File: config.mk
export PLATFORM = sky130hd
export DESIGN_NAME = usrp_tag_tx_scheduler_flat
export DESIGN_NICKNAME = d
export VERILOG_FILES = /design/src/rtl/usrp_tag_tx_scheduler_pkg.sv /design/src/rtl/usrp_tag_tx_scheduler_if.sv /design/src/rtl/usrp_tag_tx_scheduler_regs.sv /design/src/rtl/usrp_tag_tx_scheduler.sv /design/src/flat_wrapper.sv
export SDC_FILE = /design/constraint.sdc
export NUM_CORES = 1
export LEC_CHECK = 0
export ABC_AREA = 1
export BUFFER_PORTS_ARGS = -buffer_cell sky130_fd_sc_hd__buf_4
export CORE_MARGIN = 2
export CORE_UTILIZATION = 50
export CTS_BUF_LIST = sky130_fd_sc_hd__clkbuf_8
export DETAILED_ROUTE_END_ITERATION = 6
export PLACE_DENSITY = 0.67
export SLEW_MARGIN = 20
export SYNTH_ARGS = -nofsm -noshare
export SYNTH_HDL_FRONTEND = slang
export SYNTH_SLANG_ARGS = --single-unit
File: constraint.sdc
create_clock -name clk -period 3.7 [get_ports clk]
set_clock_uncertainty 0.05 [all_clocks]
set_input_delay 0.555 -clock clk [delete_from_list [all_inputs] [get_ports clk]]
set_output_delay 0.555 -clock clk [all_outputs]
set_load 0.02 [all_outputs]
File: src/rtl/usrp_tag_tx_scheduler_pkg.sv
// Shared definitions for the tag-chip transmit scheduler: state and register
// encodings plus the power-on schedule.
package usrp_tag_sched_pkg;

  typedef enum logic [2:0] {
    ST_IDLE     = 3'd0,
    ST_ARM      = 3'd1,
    ST_SETTLE   = 3'd2,
    ST_PREAMBLE = 3'd3,
    ST_GAP      = 3'd4,
    ST_TX       = 3'd5
  } sched_state_e;

  typedef enum logic [2:0] {
    REG_SETTLE     = 3'd0,
    REG_PRMB_NBITS = 3'd1,
    REG_PRMB_OS    = 3'd2,
    REG_GAP        = 3'd3,
    REG_NFRAMES    = 3'd4,
    REG_CTRL       = 3'd5
  } sched_reg_e;

  localparam int unsigned SCHED_DEF_SETTLE     = 32;
  localparam int unsigned SCHED_DEF_PRMB_NBITS = 2046;
  localparam int unsigned SCHED_DEF_PRMB_OS    = 256;
  localparam int unsigned SCHED_DEF_GAP        = 32768;
  localparam int unsigned SCHED_DEF_NFRAMES    = 1;

endpackage

File: src/rtl/usrp_tag_tx_scheduler_if.sv
// Host settings bus feeding the scheduler's configuration registers.
interface usrp_tag_tx_scheduler_if;
  logic        cfg_wr;
  logic [2:0]  cfg_addr;
  logic [31:0] cfg_data;

  modport master (output cfg_wr, output cfg_addr, output cfg_data);
  modport slave  (input  cfg_wr, input  cfg_addr, input  cfg_data);
endinterface

File: src/rtl/usrp_tag_tx_scheduler_regs.sv
// Settings-bus decode, live configuration registers and the per-frame shadow
// copy that the sequencer actually runs from.
module usrp_tag_sched_regs
  import usrp_tag_sched_pkg::*;
#(
  parameter int unsigned CNT_WIDTH      = 24,
  parameter int unsigned NBITS_WIDTH    = 12,
  parameter int unsigned FRAME_WIDTH    = 16,
  parameter int unsigned DEF_SETTLE     = SCHED_DEF_SETTLE,
  parameter int unsigned DEF_PRMB_NBITS = SCHED_DEF_PRMB_NBITS,
  parameter int unsigned DEF_PRMB_OS    = SCHED_DEF_PRMB_OS,
  parameter int unsigned DEF_GAP        = SCHED_DEF_GAP
) (
  input  logic                   clk,
  input  logic                   reset,
  usrp_tag_tx_scheduler_if.slave cfg,
  input  logic                   shadow_ld,
  output logic                   trig_en_live,
  output logic [CNT_WIDTH-1:0]   sh_settle,
  output logic [NBITS_WIDTH-1:0] sh_nbits,
  output logic [CNT_WIDTH-1:0]   sh_os,
  output logic [CNT_WIDTH-1:0]   sh_gap,
  output logic [FRAME_WIDTH-1:0] sh_nframes,
  output logic                   sh_trig_en
);

  logic [CNT_WIDTH-1:0]   settle_q, settle_d;
  logic [NBITS_WIDTH-1:0] nbits_q, nbits_d;
  logic [CNT_WIDTH-1:0]   os_q, os_d;
  logic [CNT_WIDTH-1:0]   gap_q, gap_d;
  logic [FRAME_WIDTH-1:0] nframes_q, nframes_d;
  logic                   trig_en_q, trig_en_d;

  logic [CNT_WIDTH-1:0]   sh_settle_q, sh_settle_d;
  logic [NBITS_WIDTH-1:0] sh_nbits_q, sh_nbits_d;
  logic [CNT_WIDTH-1:0]   sh_os_q, sh_os_d;
  logic [CNT_WIDTH-1:0]   sh_gap_q, sh_gap_d;
  logic [FRAME_WIDTH-1:0] sh_nframes_q, sh_nframes_d;
  logic                   sh_trig_en_q, sh_trig_en_d;

  // Data bits above each register's width are don't-care.
  logic unused_cfg_bits;
  assign unused_cfg_bits = ^(cfg.cfg_data >> CNT_WIDTH);

  always_comb begin
    settle_d  = settle_q;
    nbits_d   = nbits_q;
    os_d      = os_q;
    gap_d     = gap_q;
    nframes_d = nframes_q;
    trig_en_d = trig_en_q;
    if (cfg.cfg_wr) begin
      case (cfg.cfg_addr)
        REG_SETTLE:     settle_d  = cfg.cfg_data[CNT_WIDTH-1:0];
        REG_PRMB_NBITS: nbits_d   = cfg.cfg_data[NBITS_WIDTH-1:0];
        REG_PRMB_OS:    os_d      = cfg.cfg_data[CNT_WIDTH-1:0];
        REG_GAP:        gap_d     = cfg.cfg_data[CNT_WIDTH-1:0];
        REG_NFRAMES:    nframes_d = cfg.cfg_data[FRAME_WIDTH-1:0];
        REG_CTRL:       trig_en_d = cfg.cfg_data[0];
        default: ;
      endcase
    end
  end

  // Shadows sample the pre-write live value when a write coincides with a latch.
  always_comb begin
    sh_settle_d  = shadow_ld ? settle_q  : sh_settle_q;
    sh_nbits_d   = shadow_ld ? nbits_q   : sh_nbits_q;
    sh_os_d      = shadow_ld ? os_q      : sh_os_q;
    sh_gap_d     = shadow_ld ? gap_q     : sh_gap_q;
    sh_nframes_d = shadow_ld ? nframes_q : sh_nframes_q;
    sh_trig_en_d = shadow_ld ? trig_en_q : sh_trig_en_q;
  end

  always_ff @(posedge clk) begin
    if (reset) begin
      settle_q     <= CNT_WIDTH'(DEF_SETTLE);
      nbits_q      <= NBITS_WIDTH'(DEF_PRMB_NBITS);
      os_q         <= CNT_WIDTH'(DEF_PRMB_OS);
      gap_q        <= CNT_WIDTH'(DEF_GAP);
      nframes_q    <= FRAME_WIDTH'(SCHED_DEF_NFRAMES);
      trig_en_q    <= 1'b0;
      sh_settle_q  <= CNT_WIDTH'(DEF_SETTLE);
      sh_nbits_q   <= NBITS_WIDTH'(DEF_PRMB_NBITS);
      sh_os_q      <= CNT_WIDTH'(DEF_PRMB_OS);
      sh_gap_q     <= CNT_WIDTH'(DEF_GAP);
      sh_nframes_q <= FRAME_WIDTH'(SCHED_DEF_NFRAMES);
      sh_trig_en_q <= 1'b0;
    end else begin
      settle_q     <= settle_d;
      nbits_q      <= nbits_d;
      os_q         <= os_d;
      gap_q        <= gap_d;
      nframes_q    <= nframes_d;
      trig_en_q    <= trig_en_d;
      sh_settle_q  <= sh_settle_d;
      sh_nbits_q   <= sh_nbits_d;
      sh_os_q      <= sh_os_d;
      sh_gap_q     <= sh_gap_d;
      sh_nframes_q <= sh_nframes_d;
      sh_trig_en_q <= sh_trig_en_d;
    end
  end

  assign trig_en_live = trig_en_q;
  assign sh_settle    = sh_settle_q;
  assign sh_nbits     = sh_nbits_q;
  assign sh_os        = sh_os_q;
  assign sh_gap       = sh_gap_q;
  assign sh_nframes   = sh_nframes_q;
  assign sh_trig_en   = sh_trig_en_q;

endmodule

File: src/rtl/usrp_tag_tx_scheduler.sv
// Frame sequencer for the tag-chip transmit path: settle, BPSK preamble, gap,
// then a localization burst, repeated per the programmed frame count.
module usrp_tag_tx_scheduler
  import usrp_tag_sched_pkg::*;
#(
  parameter int unsigned CNT_WIDTH      = 24,
  parameter int unsigned NBITS_WIDTH    = 12,
  parameter int unsigned FRAME_WIDTH    = 16,
  parameter int unsigned TIMEOUT        = 2**20,
  parameter int unsigned DEF_SETTLE     = SCHED_DEF_SETTLE,
  parameter int unsigned DEF_PRMB_NBITS = SCHED_DEF_PRMB_NBITS,
  parameter int unsigned DEF_PRMB_OS    = SCHED_DEF_PRMB_OS,
  parameter int unsigned DEF_GAP        = SCHED_DEF_GAP
) (
  input  logic                   clk,
  input  logic                   reset,
  usrp_tag_tx_scheduler_if.slave cfg,
  input  logic                   cmd_start,
  input  logic                   cmd_stop,
  input  logic                   ext_trig,
  input  logic                   sync_ready,
  output logic [NBITS_WIDTH-1:0] prmb_idx,
  output logic                   prmb_active,
  output logic                   sig_srst,
  output logic                   tx_valid,
  output logic                   gpio_mark,
  output logic                   busy,
  output logic                   frame_done,
  output logic                   timeout_err,
  output logic [FRAME_WIDTH-1:0] frame_cnt,
  output logic [2:0]             state_dbg
);

  localparam int unsigned TO_W    = $clog2(TIMEOUT + 1);
  localparam int unsigned FCMP_W  = FRAME_WIDTH + 1;
  localparam logic [TO_W-1:0] TO_LAST = TO_W'(TIMEOUT - 1);

  logic                   trig_en_live, sh_trig_en, shadow_ld, last_frame;
  logic [CNT_WIDTH-1:0]   sh_settle, sh_os, sh_gap;
  logic [NBITS_WIDTH-1:0] sh_nbits;
  logic [FRAME_WIDTH-1:0] sh_nframes;

  sched_state_e           state_q, state_d;
  logic [CNT_WIDTH-1:0]   cnt_q, cnt_d;
  logic [NBITS_WIDTH-1:0] bit_q, bit_d;
  logic [TO_W-1:0]        to_q, to_d;
  logic [FRAME_WIDTH-1:0] frame_cnt_q, frame_cnt_d;
  logic                   timeout_q, timeout_d;
  logic                   frame_done_q, frame_done_d;
  logic                   trig_prev_q;
  logic                   tx_valid_q, sig_srst_q, prmb_active_q, busy_q;

  usrp_tag_sched_regs #(
    .CNT_WIDTH      (CNT_WIDTH),
    .NBITS_WIDTH    (NBITS_WIDTH),
    .FRAME_WIDTH    (FRAME_WIDTH),
    .DEF_SETTLE     (DEF_SETTLE),
    .DEF_PRMB_NBITS (DEF_PRMB_NBITS),
    .DEF_PRMB_OS    (DEF_PRMB_OS),
    .DEF_GAP        (DEF_GAP)
  ) u_regs (
    .clk          (clk),
    .reset        (reset),
    .cfg          (cfg),
    .shadow_ld    (shadow_ld),
    .trig_en_live (trig_en_live),
    .sh_settle    (sh_settle),
    .sh_nbits     (sh_nbits),
    .sh_os        (sh_os),
    .sh_gap       (sh_gap),
    .sh_nframes   (sh_nframes),
    .sh_trig_en   (sh_trig_en)
  );

  // A zero length still occupies one cycle.
  function automatic logic [CNT_WIDTH-1:0] last_cnt(input logic [CNT_WIDTH-1:0] len);
    return (len == '0) ? '0 : len - CNT_WIDTH'(1);
  endfunction

  assign shadow_ld  = (state_d == ST_SETTLE) && (state_q != ST_SETTLE);
  assign last_frame = (sh_nframes != '0) &&
                      (({1'b0, frame_cnt_q} + FCMP_W'(1)) == {1'b0, sh_nframes});

  always_comb begin
    state_d      = state_q;
    cnt_d        = cnt_q;
    bit_d        = bit_q;
    to_d         = to_q;
    frame_cnt_d  = frame_cnt_q;
    timeout_d    = timeout_q;
    frame_done_d = 1'b0;

    case (state_q)
      ST_IDLE: begin
        if (cmd_start) begin
          state_d     = trig_en_live ? ST_ARM : ST_SETTLE;
          frame_cnt_d = '0;
          timeout_d   = 1'b0;
          cnt_d       = '0;
        end
      end
      ST_ARM: begin
        cnt_d = '0;
        if (ext_trig && !trig_prev_q) state_d = ST_SETTLE;
      end
      ST_SETTLE: begin
        if (cnt_q == last_cnt(sh_settle)) begin
          cnt_d   = '0;
          state_d = (sh_nbits == '0) ? ST_GAP : ST_PREAMBLE;
        end else begin
          cnt_d = cnt_q + CNT_WIDTH'(1);
        end
      end
      // cnt_q is the oversample phase nested inside the bit index.
      ST_PREAMBLE: begin
        if (cnt_q == last_cnt(sh_os)) begin
          cnt_d = '0;
          if (bit_q == sh_nbits - NBITS_WIDTH'(1)) state_d = ST_GAP;
          else                                      bit_d   = bit_q + NBITS_WIDTH'(1);
        end else begin
          cnt_d = cnt_q + CNT_WIDTH'(1);
        end
      end
      ST_GAP: begin
        if (cnt_q == last_cnt(sh_gap)) begin
          cnt_d   = '0;
          to_d    = '0;
          state_d = ST_TX;
        end else begin
          cnt_d = cnt_q + CNT_WIDTH'(1);
        end
      end
      ST_TX: begin
        if (sync_ready) begin
          frame_done_d = 1'b1;
          frame_cnt_d  = (&frame_cnt_q) ? frame_cnt_q : frame_cnt_q + FRAME_WIDTH'(1);
          cnt_d        = '0;
          if (last_frame)      state_d = ST_IDLE;
          else if (sh_trig_en) state_d = ST_ARM;
          else                 state_d = ST_SETTLE;
        end else if (to_q == TO_LAST) begin
          timeout_d = 1'b1;
          state_d   = ST_IDLE;
        end else begin
          to_d = to_q + TO_W'(1);
        end
      end
      default: state_d = ST_IDLE;
    endcase

    if (cmd_stop) begin
      state_d      = ST_IDLE;
      cnt_d        = '0;
      frame_done_d = 1'b0;
      frame_cnt_d  = frame_cnt_q;
      timeout_d    = timeout_q;
    end

    if (state_d != ST_PREAMBLE) bit_d = '0;
  end

  always_ff @(posedge clk) begin
    if (reset) begin
      state_q       <= ST_IDLE;
      cnt_q         <= '0;
      bit_q         <= '0;
      to_q          <= '0;
      frame_cnt_q   <= '0;
      timeout_q     <= 1'b0;
      frame_done_q  <= 1'b0;
      trig_prev_q   <= 1'b0;
      tx_valid_q    <= 1'b0;
      sig_srst_q    <= 1'b0;
      prmb_active_q <= 1'b0;
      busy_q        <= 1'b0;
    end else begin
      state_q       <= state_d;
      cnt_q         <= cnt_d;
      bit_q         <= bit_d;
      to_q          <= to_d;
      frame_cnt_q   <= frame_cnt_d;
      timeout_q     <= timeout_d;
      frame_done_q  <= frame_done_d;
      trig_prev_q   <= ext_trig;
      tx_valid_q    <= (state_d == ST_SETTLE) || (state_d == ST_PREAMBLE) || (state_d == ST_TX);
      sig_srst_q    <= (state_d == ST_GAP);
      prmb_active_q <= (state_d == ST_PREAMBLE);
      busy_q        <= (state_d != ST_IDLE);
    end
  end

  assign prmb_idx    = bit_q;
  assign prmb_active = prmb_active_q;
  assign gpio_mark   = prmb_active_q;
  assign sig_srst    = sig_srst_q;
  assign tx_valid    = tx_valid_q;
  assign busy        = busy_q;
  assign frame_done  = frame_done_q;
  assign timeout_err = timeout_q;
  assign frame_cnt   = frame_cnt_q;
  assign state_dbg   = state_q;

endmodule

File: src/flat_wrapper.sv
// flat-port wrapper written by rule: the top's interface ports become plain ports
module usrp_tag_tx_scheduler_flat import usrp_tag_sched_pkg::*;
#(
  parameter int unsigned CNT_WIDTH      = 24,
  parameter int unsigned NBITS_WIDTH    = 12,
  parameter int unsigned FRAME_WIDTH    = 16,
  parameter int unsigned TIMEOUT        = 2**20,
  parameter int unsigned DEF_SETTLE     = SCHED_DEF_SETTLE,
  parameter int unsigned DEF_PRMB_NBITS = SCHED_DEF_PRMB_NBITS,
  parameter int unsigned DEF_PRMB_OS    = SCHED_DEF_PRMB_OS,
  parameter int unsigned DEF_GAP        = SCHED_DEF_GAP
)
  (clk, reset, cmd_start, cmd_stop, ext_trig, sync_ready, prmb_idx, prmb_active, sig_srst, tx_valid, gpio_mark, busy, frame_done, timeout_err, frame_cnt, state_dbg, cfg_cfg_wr, cfg_cfg_addr, cfg_cfg_data);
  usrp_tag_tx_scheduler_if cfg_i ();
  input  logic clk;
  input  logic reset;
  input  logic cmd_start;
  input  logic cmd_stop;
  input  logic ext_trig;
  input  logic sync_ready;
  output logic [NBITS_WIDTH-1:0] prmb_idx;
  output logic prmb_active;
  output logic sig_srst;
  output logic tx_valid;
  output logic gpio_mark;
  output logic busy;
  output logic frame_done;
  output logic timeout_err;
  output logic [FRAME_WIDTH-1:0] frame_cnt;
  output logic [2:0] state_dbg;
  input wire logic [$bits(cfg_i.cfg_wr)-1:0] cfg_cfg_wr;
  input wire logic [$bits(cfg_i.cfg_addr)-1:0] cfg_cfg_addr;
  input wire logic [$bits(cfg_i.cfg_data)-1:0] cfg_cfg_data;
  assign cfg_i.cfg_wr = cfg_cfg_wr;
  assign cfg_i.cfg_addr = cfg_cfg_addr;
  assign cfg_i.cfg_data = cfg_cfg_data;
  usrp_tag_tx_scheduler #(.CNT_WIDTH(CNT_WIDTH), .NBITS_WIDTH(NBITS_WIDTH), .FRAME_WIDTH(FRAME_WIDTH), .TIMEOUT(TIMEOUT), .DEF_SETTLE(DEF_SETTLE), .DEF_PRMB_NBITS(DEF_PRMB_NBITS), .DEF_PRMB_OS(DEF_PRMB_OS), .DEF_GAP(DEF_GAP)) u_core (.clk(clk), .reset(reset), .cfg(cfg_i), .cmd_start(cmd_start), .cmd_stop(cmd_stop), .ext_trig(ext_trig), .sync_ready(sync_ready), .prmb_idx(prmb_idx), .prmb_active(prmb_active), .sig_srst(sig_srst), .tx_valid(tx_valid), .gpio_mark(gpio_mark), .busy(busy), .frame_done(frame_done), .timeout_err(timeout_err), .frame_cnt(frame_cnt), .state_dbg(state_dbg));
endmodule
**After elaboration in Yosys (flattened, before gate mapping)**

Index checks and enable logic that the tools add are counted.

- Add/subtract/negate cells: 9
- Equality and inequality tests: 29
- Mux-type cells: 36
- Bitwise gates (word level): 3
- Reduce and logical (&&, ||, !) cells: 32

Operators with widths:

| cell | count |
|---|---|
| 24-bit two-way mux | 8 |
| 24-bit case mux with 6 select lines | 1 |
| 24-bit == test | 3 |
| 24-bit zero test | 3 |
| 24-bit by 1-bit subtractor with 24-bit output (second input constant) | 3 |
| 21-bit two-way mux | 3 |
| 16-bit two-way mux | 3 |
| 21-bit case mux with 2 select lines | 1 |
| 3-bit two-way mux | 11 |
| 16-bit case mux with 2 select lines | 1 |
| 24-bit by 1-bit adder with 24-bit output (second input constant) | 1 |
| 21-bit by 1-bit adder with 21-bit output (second input constant) | 1 |
| 21-bit by 20-bit == test with 1-bit output (second input constant) | 1 |
| 3-bit by 2-bit == test with 1-bit output (second input constant) | 6 |
| 3-bit == test (second input constant) | 6 |
| 3-bit case mux with 6 select lines | 1 |
| 16-bit by 1-bit adder with 17-bit output (second input constant) | 1 |
| 17-bit by 16-bit == test with 1-bit output | 1 |
| 16-bit by 1-bit adder with 16-bit output (second input constant) | 1 |
| 16-bit AND reduction | 1 |
| 16-bit nonzero test | 1 |
| 12-bit by 1-bit adder with 12-bit output (second input constant) | 1 |
| 12-bit == test | 1 |
| 12-bit zero test | 1 |
| other kinds (22) | 48 |

- Bits in registers: 285
- Input port bits: 42
- Output and inout bits: 38
- Word-level logic and storage cells: 133

**Depth between registers and ports, before layout**

Gate-level depths: netlist (run 1).

- Depth after elaboration: 10
- Gate-level depth with buffers: 25
- Mapped depth without buffers: 23

**Hierarchy**

Synthesis (run 1) repeated with hierarchy kept, for this count alone.

- Cells, all modules: 2,756
- Area total of the unflattened synthesis: 16,983.8 µm²

Modules (own cells, without submodules):

| module | instances | cells an instance | area each (µm²) | seq. area each (µm²) |
|---|---|---|---|---|
| usrp_tag_tx_scheduler | 1 | 1,742 | 9,551.7 | 1,661.6 |
| usrp_tag_sched_regs | 1 | 1,014 | 7,432.1 | 4,043.9 |

**Worst setup path after synthesis (run 1)**

No wires, ideal clock.

- Path type: flip-flop to flip-flop
- Start: reg u_core.frame_cnt_q[0], in the netlist u_core.frame_cnt[0]
- End: reg u_core.u_regs.sh_nframes_q[10], in the netlist u_core.u_regs.sh_nframes[10]
- Setup time: 113 ps
- Arrival: 2,633 ps
- Required time: 3,537 ps
- Path slack: 904 ps
- Cell stages (with the launch flop): 23
- Buffers on the path: 2
- Period minus slack after synthesis: 2,796 ps
- Path through: dfxtp_1 > ha_1 > nand2_1 > inv_1 > nand2_1 > nor2_2 > nand2_1 > clkinv_1 > nand2_1 > nand2_1 > nand2_1 > nand2_1 > nand2_1 > nor2_1 > nand3_1 > a21oi_1 > nand2_1 > nor3_2 > buf_4 > buf_2 > nand3_1 > nand2_1 > nor2_1

- Word-level cells in the longest chain between the ends: 9

RTL lines:

| item | line | source |
|---|---|---|
| start, declared | usrp_tag_tx_scheduler.sv:47 | `logic [FRAME_WIDTH-1:0] frame_cnt_q, frame_cnt_d;` |
| start signal, assigned | usrp_tag_tx_scheduler.sv:181 | `frame_cnt_q <= frame_cnt_d;` |
| 16-bit by 1-bit adder with 17-bit output | usrp_tag_tx_scheduler.sv:82 | `(({1'b0, frame_cnt_q} + FCMP_W'(1)) == {1'b0, sh_nframes});` |
| 17-bit by 16-bit == test with 1-bit output | usrp_tag_tx_scheduler.sv:82 |  |
| 1-bit logical AND | usrp_tag_tx_scheduler.sv:81 | `assign last_frame = (sh_nframes != '0) &&` |
| 3-bit two-way mux | usrp_tag_tx_scheduler.sv:138 | `if (last_frame) state_d = ST_IDLE;` |
| 3-bit two-way mux | usrp_tag_tx_scheduler.sv:134 | `if (sync_ready) begin` |
| 3-bit case mux with 6 select lines | usrp_tag_tx_scheduler.sv:93 | `case (state_q)` |
| 3-bit two-way mux | usrp_tag_tx_scheduler.sv:151 | `if (cmd_stop) begin` |
| 3-bit by 2-bit == test with 1-bit output | usrp_tag_tx_scheduler.sv:80 | `assign shadow_ld = (state_d == ST_SETTLE) && (state_q != ST_SETTLE);` |
| 1-bit logical AND | usrp_tag_tx_scheduler.sv:80 |  |
| end signal, assigned | usrp_tag_tx_scheduler_regs.sv:87 | `sh_nframes_q <= FRAME_WIDTH'(SCHED_DEF_NFRAMES);` |
| end signal, assigned | usrp_tag_tx_scheduler_regs.sv:100 | `sh_nframes_q <= sh_nframes_d;` |
| end, declared | usrp_tag_tx_scheduler_regs.sv:38 | `logic [FRAME_WIDTH-1:0] sh_nframes_q, sh_nframes_d;` |

Every way passes these cells.
A chain may end at the register's enable or synchronous reset.

**Worst setup path in the final report (run 1)**

- Start: reg u_core.u_regs.sh_os_q[4], in the netlist u_core.u_regs.sh_os[4]
- End: reg u_core.u_regs.sh_settle_q[15], in the netlist u_core.u_regs.sh_settle[15]

- Word-level cells in the longest chain between the ends: 8

RTL lines:

| item | line | source |
|---|---|---|
| start, declared | usrp_tag_tx_scheduler_regs.sv:36 | `logic [CNT_WIDTH-1:0] sh_os_q, sh_os_d;` |
| start signal, assigned | usrp_tag_tx_scheduler_regs.sv:85 | `sh_os_q <= CNT_WIDTH'(DEF_PRMB_OS);` |
| start signal, assigned | usrp_tag_tx_scheduler_regs.sv:98 | `sh_os_q <= sh_os_d;` |
| 24-bit by 1-bit subtractor with 24-bit output or 24-bit zero test (tied branches) | usrp_tag_tx_scheduler.sv:77 | `return (len == '0) ? '0 : len - CNT_WIDTH'(1);` |
| 24-bit two-way mux (*) | usrp_tag_tx_scheduler.sv:77 |  |
| 24-bit == test (*) | usrp_tag_tx_scheduler.sv:116 | `if (cnt_q == last_cnt(sh_os)) begin` |
| 3-bit two-way mux (*) | usrp_tag_tx_scheduler.sv:116 |  |
| 3-bit case mux with 6 select lines (*) | usrp_tag_tx_scheduler.sv:93 |  |
| 3-bit two-way mux (*) | usrp_tag_tx_scheduler.sv:151 |  |
| 3-bit by 2-bit == test with 1-bit output (*) | usrp_tag_tx_scheduler.sv:80 |  |
| 1-bit logical AND (*) | usrp_tag_tx_scheduler.sv:80 |  |
| end signal, assigned | usrp_tag_tx_scheduler_regs.sv:83 | `sh_settle_q <= CNT_WIDTH'(DEF_SETTLE);` |
| end signal, assigned | usrp_tag_tx_scheduler_regs.sv:96 | `sh_settle_q <= sh_settle_d;` |
| end, declared | usrp_tag_tx_scheduler_regs.sv:34 | `logic [CNT_WIDTH-1:0] sh_settle_q, sh_settle_d;` |

Every way passes the cells marked *; elsewhere a longest branch is shown, timed or not.

==> flow_metrics.env, run 1 <==
export IMPL_grt_pass1_vias=15400
export IMPL_synth_compound_area_frac=0.0934
export IMPL_dpl_instance_area_um2=17800
export IMPL_worst_setup_path_start_kind="register"
export IMPL_cts_max_level=2
export IMPL_critPathKind="register to register"
export IMPL_cts_max_path_buffers=3
export IMPL_cts_hold_buf=0
export IMPL_ios=80
export IMPL_final_hold_violation_count=0
export IMPL_ir_drop_v=0.000364
export IMPL_clk_latency_ns=0.60
export IMPL_synth_nets=2763
export IMPL_start_util=0.510
export IMPL_routed_via_density=5.32
export IMPL_wl_um=52600
export IMPL_netlist_area_leader_share=0.342
export IMPL_synthCells=2713
export IMPL_synth_xor_area_frac=0.0399
export IMPL_layout_min_cycle_time_ns=3.44
export IMPL_critPathMaxFanout=65
export IMPL_worstHoldPathCells=3
export IMPL_ys_seq_elements=285
export IMPL_relSlewSlack=0.336
export IMPL_critical_path_required_ns=4.14
export IMPL_tritoncts="yes"
export IMPL_grt_pass1_wl_um=82500
export IMPL_synth_area_leaders="dfxtp_1 (34%), nand2_1 (15%), nor2_1 (10%)"
export IMPL_synth_top_family_by_area="simple AND/OR/NAND/NOR gates"
export IMPL_critPathArrivalTime_ns=3.87
export IMPL_p_leak_uw=0.00844
export IMPL_port_buffers=71
export IMPL_overflow=0
export IMPL_fin_area_um2=18800
export IMPL_drc_errors=0
export IMPL_antenna_found_initial=0
export IMPL_setup_viol=0
export IMPL_wl_per_cell_um=16.2
export IMPL_ctsRootBufferMaster="clkbuf_8"
export IMPL_synth_ff_type="dfxtp_1"
export IMPL_die_w_um=187
export IMPL_final_antenna_net_count=0
export IMPL_firstDrtPassIters=6
export IMPL_yosysSeqAreaShare=0.342
export IMPL_rows=66
export IMPL_ff2ff_path_depth=22
export IMPL_ys_warn_count=0
export IMPL_slew_viol_final=0
export IMPL_fmax_ghz=0.291
export IMPL_die_height_um=187
export IMPL_cts_made_buffers=48
export IMPL_synth_top_cell_by_area="dfxtp_1"
export IMPL_synth_edff_count=0
export IMPL_p_per_area_nw_per_um2=412
export IMPL_outcome="finished, final reports clean"
export IMPL_clock_sinks=285
export IMPL_timing_hold_ws_ns=0.149
export IMPL_worstMarginPinSlew_ns=0.989
export IMPL_area_growth_pct=12.7
export IMPL_grt_util_all_layers=0.296
export IMPL_path_clk_slew_ns=0.06
export IMPL_dieArea_um2=34800
export IMPL_via_count=17300
export IMPL_async_reset_ff_frac=0
export IMPL_fin_util=0.574
export IMPL_hpwlAfterDp_um=38700
export IMPL_drv_cap=0
export IMPL_antenna_cells=0
export IMPL_gp_congestion=0.977
export IMPL_core_um2=32700
export IMPL_avgSynthCellArea_um2=6.14
export IMPL_syn_cell_area_um2=16700
export IMPL_drive_gt1_frac=0.0836
export IMPL_synthMuxAreaShare=0
export IMPL_ys_types=42
export IMPL_nets=2832
export IMPL_grt_max_degree=87
export IMPL_end_kind="register"
export IMPL_synth_fa_ha_area_frac=0.00601
export IMPL_hold_class="input port to register"
export IMPL_dr_first_iter_drc_count=1505
export IMPL_finalCritPeriodShare=0.928
export IMPL_synth_simple_area_share=0.413
what timing repair did:
action                                 in CTS  in global routing
resized for setup                           0                  8
buffers inserted                            0                  4
endpoints found under the hold margin       0                  0
setup endpoints to repair                   0                107
path summary, 6_finish.rpt:
check                              start                     endpoint  slack (ns)
setup / recovery  u_core.u_regs.sh_os[4]  u_core.u_regs.sh_settle[15]        0.26
hold / removal                  ext_trig           u_core.trig_prev_q        0.15
setup reg to reg  u_core.u_regs.sh_os[4]  u_core.u_regs.sh_settle[15]        0.26
hold reg to reg   u_core.u_regs.gap_q[9]       u_core.u_regs.gap_q[9]        0.40
critical path: stages, from the launching register on:
cell     delay [ns]
dfxtp_1        0.44
nor2_2         0.22
nand2_1        0.14
nor2_1         0.20
nand3_1        0.28
nand2_1        0.13
nand2_1        0.06
nand2_1        0.07
nor2_1         0.04
nand2_1        0.10
nor2_1         0.05
nand2_1        0.05
nor2_1         0.04
buf_4          0.15
nand2_1        0.14
nand2_2        0.09
nand3_1        0.09
nor2_1         0.07
nor2_4         0.24
buf_12         0.29
nand3_1        0.14
nand2_1        0.10
nor2_1         0.04
logic make-up after synthesis:
logic type               Yosys count
AO/OA/AOI/OAI                    297
XOR/XNOR                          76
adder cells (fa/ha/maj)            8
buffers and inverters            435
flip-flops                       285
AND/OR/NAND/NOR                 1612
state kept, by name, summed over array words and instances, names as in the netlist, 3 cells and up:
name	count
u_core.u_regs.sh_gap	24
u_core.u_regs.os_q	24
u_core.u_regs.settle_q	24
u_core.state_dbg	3
u_core.u_regs.sh_nbits	12
u_core.u_regs.sh_os	24
u_core.u_regs.sh_settle	24
u_core.u_regs.sh_nframes	16
u_core.u_regs.gap_q	24
u_core.u_regs.nbits_q	12
u_core.frame_cnt	16
u_core.u_regs.nframes_q	16
u_core.to_q	21
u_core.prmb_idx	12
u_core.cnt_q	24
cell usage after synthesis, types with 8 or more instances:
master and number:
dfxtp_1 285, nand3_1 333, nor3_1 27, nor2_2 8, ha_1 8, nand2_1 660, clkbuf_1 60, nor2_1 462
inv_1 307, a22oi_1 13, xnor2_1 13, a21oi_1 151, buf_2 39, o21ai_0 115, inv_2 10, nor4_1 12
nand4_1 81, xor2_1 63
cells in the final DEF (no fill, tap or decap), types with 9 or more instances in the layout:
cell type / count
a21oi_1: 151
a22oi_1: 13
buf_12: 14
buf_4: 118
clkbuf_8: 56
dfxtp_1: 285
inv_1: 324
inv_2: 10
nand2_1: 659
nand3_1: 333
nand4_1: 81
nor2_1: 460
nor2_4: 9
nor3_1: 27
nor4_1: 12
o21ai_0: 113
xnor2_1: 13
xor2_1: 63
metrics by stage:
stage                     setup TNS [ns]  power [µW]  worst slack (ns)  instances
after floorplan                        0        4590             0.904       2713
after global placement                 0        5040             0.200       3170
after detailed placement               0        5070             0.212       3170
after CTS                              0        7760             0.173       3249
after global routing            -0.00270        8180          -0.00270       3253
final                                  0        7740             0.265       3253
per-layer routing:
layer / wire (µm) / GRT usage / vias up
met2: 22600 / 0.453 / 525
met1: 24400 / 0.426 / 7872
met3: 4320 / 0.0538 / 87
met4: 1370 / 0.0824 / 0
li1: - / - / 8822
met5: 0 / 0 / -
area by class of cell:
type / instances / area (µm²)
multi-input cells: 1993 / 9240
fillers: 3380 / 13900
clock buffers: 56 / 771
clock inverters: 23 / 126
flip-flops and latches: 285 / 5710
well taps: 442 / 553
repair buffers: 132 / 1170
inverters: 322 / 1210
where the power goes:
| part | internal [µW] | total [µW] | switching (µW) |
|---|---|---|---|
| Combinational | 581 | 1660 | 1080 |
| Sequential | 3220 | 3380 | 162 |
| Clock | 1380 | 2700 | 1320 |
| Total | 5180 | 7740 | 2560 |
Power figures use the tool's default switching activity.
==> run 2: changes to the inputs <==
CORE_UTILIZATION = 40   (was 50)
PLACE_DENSITY = unset   (was 0.67)
==> run 2 against run 1 <==
  * Global-route usage fell by 4.9 points
  * Via count rose by 0.29%
  * Clock power grew 16%
  * Sequential cell count is the same
  * Sequential power barely moved
  * Die area up 24%
  * Non-clock buffer count grew 9
  * Sequential share of layout area fell by 0.59 points
  * Final cell count rose by 3.5%
  * Setup slack better by 0.047 ns
  * Critical endpoint is now u_core.u_regs.sh_settle[13]
  * Power increased by 5.9%
==> flow_metrics.env, run 2 (same netlist as run 1, synthesis figures left out) <==
export IMPL_hold_class="input port to register"
export IMPL_final_cell_mix="nand2_1 (660), nor2_1 (461), nand3_1 (330)"
export IMPL_drc_errors=0
export IMPL_busiest_layer="met2"
export IMPL_layout_min_cycle_time_ns=3.39
export IMPL_fin_ws_ns=0.312
export IMPL_crit_chain="inv_1 -> ha_1 -> nand2_2 -> buf_4 -> nor2_2 -> buf_4 -> nand2_1 -> o21bai_1 -> nand3_1 -> nand2_1 -> nand3_1 -> nor2_2 -> nand2_1 -> buf_4 -> a21oi_1 -> nand3_1 -> nand2_1 -> nor2_4 -> buf_12 -> buf_12 -> nor2_1 -> nor2_1"
export IMPL_via_count=17400
export IMPL_firstDrtPassIters=5
export IMPL_critical_path_required_ns=4.16
export IMPL_final_antenna_net_count=0
export IMPL_p_per_area_nw_per_um2=428
export IMPL_final_cells=3367
export IMPL_dr_first_iter_drc_count=1468
export IMPL_fin_util=0.467
export IMPL_use_met1=0.349
export IMPL_wl_um=53900
export IMPL_outcome="finished, final reports clean"
export IMPL_ios=80
export IMPL_grt_util_all_layers=0.246
export IMPL_critPathArrivalTime_ns=3.84
export IMPL_critPathMostFrequentCell="nand2_1"
export IMPL_cts_hold_buf=0
export IMPL_antenna_found_initial=0
export IMPL_core_um2=41000
export IMPL_numPlacedInstances=3273
export IMPL_fmax_ghz=0.295
export IMPL_die_w_um=208
export IMPL_nFillCells=4273
export IMPL_clock_sinks=285
export IMPL_worst_setup_path_start_kind="register"
export IMPL_start_util=0.406
export IMPL_end_kind="register"
export IMPL_cts_max_path_buffers=3
export IMPL_die_height_um=208
export IMPL_worstMarginPinSlew_ns=1.02
export IMPL_wl_per_cell_um=16.0
export IMPL_finalCritPeriodShare=0.916
export IMPL_total_power_uw=8200
export IMPL_ir_drop_v=0.000309
export IMPL_drv_cap=0
export IMPL_port_buffers=71
export IMPL_dieArea_um2=43300
export IMPL_cts_resized=0
export IMPL_rsz0062_at_grt="false"
export IMPL_max_stage_delay_ns=0.33
export IMPL_routed_via_density=5.16
export IMPL_hpwlAfterDp_um=39900
export IMPL_p_leak_uw=0.00857
export IMPL_critPathKind="register to register"
export IMPL_seqCellArea_um2=5710
export IMPL_final_common_cell="nand2_1"
export IMPL_area_growth_pct=14.9
export IMPL_drive_gt1_frac=0.0938
export IMPL_overflow=0
export IMPL_relSlewSlack=0.319
export IMPL_grt_max_degree=75
export IMPL_grtUsageMet3=0.0320
export IMPL_gp_congestion=0.987
export IMPL_tritoncts="yes"
export IMPL_ctsRootBufferMaster="clkbuf_8"
export IMPL_path_clk_slew_ns=0.07
export IMPL_cts_setup_buffers=0
export IMPL_slew_viol_final=0
export IMPL_final_hold_violation_count=0
export IMPL_grt_pass1_wl_um=85500
export IMPL_cts_max_level=2
export IMPL_critPathMaxFanout=26
export IMPL_slowest_stage="dfxtp_1"
export IMPL_nets=2844
export IMPL_finalSetupTns_ns=0
export IMPL_rows=74
export IMPL_grt_pass1_vias=15800
export IMPL_clk_latency_ns=0.64
export IMPL_place_ws_ns=0.298
export IMPL_multi_input_area_um2=9250
export IMPL_met2_usage=0.382
export IMPL_setup_viol=0
export IMPL_cts_made_buffers=51
export IMPL_antenna_cells=0
==> run 2: final timing paths <==
| path | startpoint | to | slack [ns] | depth (start not counted) |
|---|---|---|---|---|
| worst max-delay path | u_core.u_regs.sh_os[1] | u_core.u_regs.sh_settle[13] | 0.31 | 22 |
| worst min-delay path | ext_trig | u_core.trig_prev_q | 0.13 | 3 |
| worst max register to register | u_core.u_regs.sh_os[1] | u_core.u_regs.sh_settle[13] | 0.31 | 22 |
| worst min register to register | u_core.u_regs.settle_q[21] | u_core.u_regs.settle_q[21] | 0.40 | 2 |
==> run 2: area by class of cell <==
type                            count  area share
Multi-Input combinational cell   1993       0.483
Timing Repair Buffer              141      0.0644
Clock inverter                     26     0.00797
Sequential cell                   285       0.298
Tap cell                          532      0.0348
Clock buffer                       68      0.0489
Inverter                          322      0.0632
==> run 2: routing by layer <==
layer	routed length, µm	share of wire	vias up
li1	-	-	8843
met1	25700	0.48	7960
met2	23100	0.43	457
met3	3260	0.061	97
met4	1770	0.033	0
met5	0	0	-
==> run 2: per-stage QoR <==
stage	hold WS, ns	instance area, µm²
floorplan	0.380	16700
global placement	0.388	18000
detailed placement	0.394	18000
CTS	0.0885	19100
global route	0.119	19200
finish	0.133	19200
==> run 2: report_power, final <==
group	leakage (µW)	switching, µW	internal (µW)	total (µW)
Combinational	0.00563	1120	595	1710
Sequential	0.00232	144	3220	3360
Clock	0.000611	1410	1720	3120
==> run 2: critical path, delay by kind of cell, from the launching register on <==
family,cells,cell delay [ns]
and+or+nand+nor,13,1.47
buffers and inverters,6,0.82
AOI/OAI and AO/OA,2,0.36
DFF,1,0.33
adders and majority gates,1,0.19
